**src/rtl/pipe_pkg.sv**
```systemverilog
// Shared definitions for the pipeline stage registers: state encoding and
// the payload widths of each inter-stage bundle.
package pipe_pkg;

  typedef logic [1:0] pipe_state_t;

  localparam pipe_state_t ST_EMPTY = 2'd0;
  localparam pipe_state_t ST_ONE   = 2'd1;
  localparam pipe_state_t ST_TWO   = 2'd2;

  localparam int IF_ID_W  = 64;
  localparam int ID_EX_W  = 128;
  localparam int EX_MEM_W = 80;
  localparam int MEM_WB_W = 72;

endpackage

```
**src/rtl/pipe_stage_reg.sv**
```systemverilog
// Valid/ready pipeline stage register with stall, flush and optional
// 2-entry skid buffer (registered in_ready when SKID != 0).
//
// state    | meaning
// ---------+------------------------------------------------
// ST_EMPTY | no beat held, out_valid = 0
// ST_ONE   | main register holds the head beat
// ST_TWO   | main holds head, skid holds next (SKID != 0)
module pipe_stage_reg
  import pipe_pkg::*;
#(
  parameter int                DATA_W     = 32,
  parameter int                SKID       = 1,
  parameter logic [DATA_W-1:0] RESET_DATA = '0
) (
  input  logic              clk,
  input  logic              rst,
  input  logic              flush,
  input  logic              in_valid,
  output logic              in_ready,
  input  logic [DATA_W-1:0] in_data,
  output logic              out_valid,
  input  logic              out_ready,
  output logic [DATA_W-1:0] out_data,
  output logic [1:0]        occupancy
);

  pipe_state_t       state_q, state_d;
  logic [DATA_W-1:0] main_q, skid_q;
  logic              push, pop;
  logic              main_load, main_from_skid, skid_load;

  assign out_valid = (state_q != ST_EMPTY);
  assign out_data  = main_q;
  assign occupancy = state_q;

  // Skid mode breaks the out_ready -> in_ready combinational path.
  generate
    if (SKID != 0) begin : g_skid
      assign in_ready = (state_q != ST_TWO);
    end else begin : g_noskid
      assign in_ready = ~out_valid | out_ready;
    end
  endgenerate

  assign push = in_valid & in_ready;
  assign pop  = out_valid & out_ready;

  always_comb begin
    state_d        = state_q;
    main_load      = 1'b0;
    main_from_skid = 1'b0;
    skid_load      = 1'b0;
    case (state_q)
      ST_EMPTY: begin
        if (push) begin
          state_d   = ST_ONE;
          main_load = 1'b1;
        end
      end
      ST_ONE: begin
        if (push && pop) begin
          main_load = 1'b1;
        end else if (push && (SKID != 0)) begin
          state_d   = ST_TWO;
          skid_load = 1'b1;
        end else if (pop) begin
          state_d = ST_EMPTY;
        end
      end
      ST_TWO: begin
        if (SKID == 0) begin
          state_d = ST_EMPTY;
        end else if (pop) begin
          state_d        = ST_ONE;
          main_from_skid = 1'b1;
        end
      end
      default: state_d = ST_EMPTY;
    endcase
    // Flush empties the stage but leaves payload registers untouched.
    if (flush) begin
      state_d        = ST_EMPTY;
      main_load      = 1'b0;
      main_from_skid = 1'b0;
      skid_load      = 1'b0;
    end
  end

  always_ff @(posedge clk) begin
    if (rst) begin
      state_q <= ST_EMPTY;
      main_q  <= RESET_DATA;
      skid_q  <= RESET_DATA;
    end else begin
      state_q <= state_d;
      if (main_load) begin
        main_q <= in_data;
      end else if (main_from_skid) begin
        main_q <= skid_q;
      end
      if (skid_load) begin
        skid_q <= in_data;
      end
    end
  end

endmodule

```
**config.mk**
```make
export PLATFORM = sky130hd
export DESIGN_NAME = pipe_stage_reg
export DESIGN_NICKNAME = d
export VERILOG_FILES = /design/src/rtl/pipe_pkg.sv /design/src/rtl/pipe_stage_reg.sv
export SDC_FILE = /design/constraint.sdc
export NUM_CORES = 1
export LEC_CHECK = 0
export ABC_AREA = 0
export BUFFER_PORTS_ARGS = -buffer_cell sky130_fd_sc_hd__buf_2
export CAP_MARGIN = 10
export CORE_MARGIN = 1.5
export CORE_UTILIZATION = 45
export DETAILED_ROUTE_END_ITERATION = 16
export HOLD_SLACK_MARGIN = 0.15
export PLACE_DENSITY = 0.69
export SYNTH_ARGS = -nofsm -noshare
export SYNTH_HDL_FRONTEND = slang
export SYNTH_SLANG_ARGS = --single-unit
```
**constraint.sdc**
```tcl
create_clock -name clk -period 3.9 [get_ports clk]
set_input_delay 0.195 -clock clk [delete_from_list [all_inputs] [get_ports clk]]
set_output_delay 0.195 -clock clk [all_outputs]
set_load 0.02 [all_outputs]
```
==> out/metrics.yaml <==
die:
  start_util_pct: 47.4
  fp.dieW_um: 82.9
  dieArea_um2: 6880
  rows: 28
  die_h_um: 82.9
  core_um2: 6060
  ios: 73
logic_synthesis:
  synthSimpleGateAreaFrac_pct: 23.6
  synth_top_flop_cell: "dfxtp_1"
  seq_area_frac_synth_pct: 46.0
  synth_compound_area_share_pct: 21.6
  synth_edf_count: 0
  syn-num-nets: 384
  yosys-mux-area-fraction_pct: 0.348
  ys_ff_latch: 66
  async_flop_share_pct: 0
  synth_top_family_by_area: "simple AND/OR/NAND/NOR gates"
  yosysTopAreaCellShare_pct: 46.0
  synthXorXnorAreaFrac_pct: 0
  yosysTopAreaCell: "dfxtp_1"
  syn_inst: 347
  yosys.area_share.adder_pct: 0
  synth.top_cells.by_area: "dfxtp_1, a311oi_1, nand2_1"
  yosysWarnings: 0
  synth_common_cells: "dfxtp_1, nand2_1, a21oi_1"
  yosysUniqueCellTypes: 26
  synthesis.area_um2: 2880
  syn_avg_cell_area_um2: 8.29
grt:
  grt_max_degree: 67
  antenna_found_initial: 0
  grt_pass1_vias: 2729
  grt_first_pass_wirelength_um: 12400
  grt_use_total_pct: 21.6
  grt_overflow: 0
drt:
  route.detailed.drc: 0
  ant_nets: 0
  vias: 2878
  routed_wl_um: 7530
  viasPerCell: 5.64
  avgRoutedWirePerCell_um: 14.8
  initialDrtViolationCount: 207
  first_pass_iters: 5
power:
  p_leak_nw: 1.39
  p_clk_share_pct: 42.3
  combPwrFrac_pct: 12.5
  p_per_area_nw_per_um2: 427
  p_sw_share_pct: 24.7
  p_seq_share_pct: 45.2
  total_power_mw: 1.58
  p_int_mw: 1.19
  p_switching_mw: 0.391
  ir_drop_mv: 0.290
finish:
  final_util_pct: 61.2
  finalNonFillerCells: 510
  drive_gt1_share_pct: 23.2
  nets: 467
  n_antenna_cell: 0
  areaGrowthSynthToFinish_pct: 29.0
placed_design:
  gp_congestion: 0.739
  portBuffers: 72
  dp_hpwl_um: 4230
  dp_cells: 460
clock_tree:
  cts_root_buf: "clkbuf_8"
  clock-sinks: 66
  post_cts_resized: 0
  insertion_delay_ns: 0.34
  cts_max_level: 3
  cts_tree: "built"
  clockBufferDepth: 2
  clkTransAtPathRegs_ns: 0.07
  numCtsBuffers: 9
timing:
  hold_viol: 0
  final.setup.tns_ns: 0
  tightest_slew_ns: 1.22
  max_freq_ghz: 0.399
  max-slew-margin-rel_pct: 18.6
  fin_crit_sh_pct: 64.3
  timing.final.max_slew_violations: 0
  skew_ns: 0.00605
  rsz0062_at_grt: "false"
  setup_violations: 0
  period_minus_slack_ns: 2.51
flow_run:
  drv_cap: 0
worst_setup_path:
  worstPathRequired_ns: 4.14
  cp_max_fo: 33
  worst_setup_path_start_kind: "primary input"
  endpoint_kind: "register"
  worstSetupPathType: "in -> reg"
  cp_data_arrival_time_ns: 2.75
min_path:
  hold_path_class: "in -> reg"
outcome:
  status: "finished, final reports clean"
## layer usage
metal / global-route usage, % / wire (µm) / vias to the layer above
met2: 37.0 / 3720 / 76
met5: 0 / 0 / -
met4: 7.73 / 76 / 0
li1: - / - / 1426
met3: 5.07 / 353 / 7
met1: 26.4 / 3390 / 1369
## layout by cell type, fill, tap and decap left out, types with 2 or more instances in the layout
cell | netlist | final
nor2_1 | 2 | 2
bufinv_16 | 0 | 2
a21oi_1 | 33 | 33
or3b_2 | 1 | 2
buf_2 | 15 | 72
o21ai_1 | 32 | 32
nand3_1 | 32 | 32
clkbuf_8 | 0 | 12
buf_4 | 5 | 5
nor3_1 | 30 | 30
nand2_1 | 66 | 66
nor3_2 | 2 | 2
nand2b_1 | 2 | 2
a311oi_1 | 32 | 32
dlygate4sd3_1 | 0 | 34
dfxtp_1 | 66 | 66
## critical path, stage by stage
cell and delay [ns]:
dlygate4sd3_1 0.54, buf_2 0.16, nor3b_4 0.17, buf_4 0.38, nand2_1 0.80, a311oi_1 0.48
## worst paths after layout
path / to / slack, ns / from / depth (start not counted)
setup / recovery: out_data[15] / 1.39 / flush / 6
hold / removal: occupancy[0] / 0.28 / in_valid / 4
setup reg to reg: out_data[15] / 1.48 / occupancy[1] / 4
hold reg to reg: out_data[23] / 0.48 / skid_q[23] / 2
## registers in the layout (all words and copies together) (netlist names)
name       flops
out_data      32
skid_q        32
occupancy      2
## kinds of logic (layout without fill, tap and decap cells)
group,after synthesis,count (layout)
DFF,66,66
AOI/OAI and AO/OA,99,99
and+or+nand+nor,142,142
muxes,1,1
buffers and inverters,39,127
## timing repair
action	4_1_cts	5_1_grt
buffers inserted	0	0
hold buffers	34	0
hold endpoints to repair	33	0
## final cells by class
cell class	instances	area, µm²
clock buffers	12	165
clock inverters	4	72.6
fillers	558	2350
multi-input cells	242	1320
flip-flops and latches	66	1320
well taps	75	93.8
repair buffers	111	738
## power groups by stage
| stage | clock, mW | combinational, mW | sequential (mW) |
|---|---|---|---|
| after floorplan | 0 | 0.0840 | 0.758 |
| after global placement | 0 | 0.170 | 0.731 |
| after detailed placement | 0 | 0.172 | 0.731 |
| after CTS | 0.681 | 0.198 | 0.716 |
| after global routing | 0.706 | 0.215 | 0.719 |
| final | 0.669 | 0.198 | 0.716 |
## per-stage QoR
step | cell area (µm²) | setup WS [ns] | hold slack (ns)
after floorplan | 2880 | 2.41 | 0.284
after detailed placement | 3130 | 1.50 | 0.468
final | 3710 | 1.39 | 0.276
after global routing | 3710 | 1.22 | 0.319
after global placement | 3130 | 1.60 | 0.464
after CTS | 3710 | 1.41 | 0.269
Note: power is estimated with default switching activity, not from simulation.
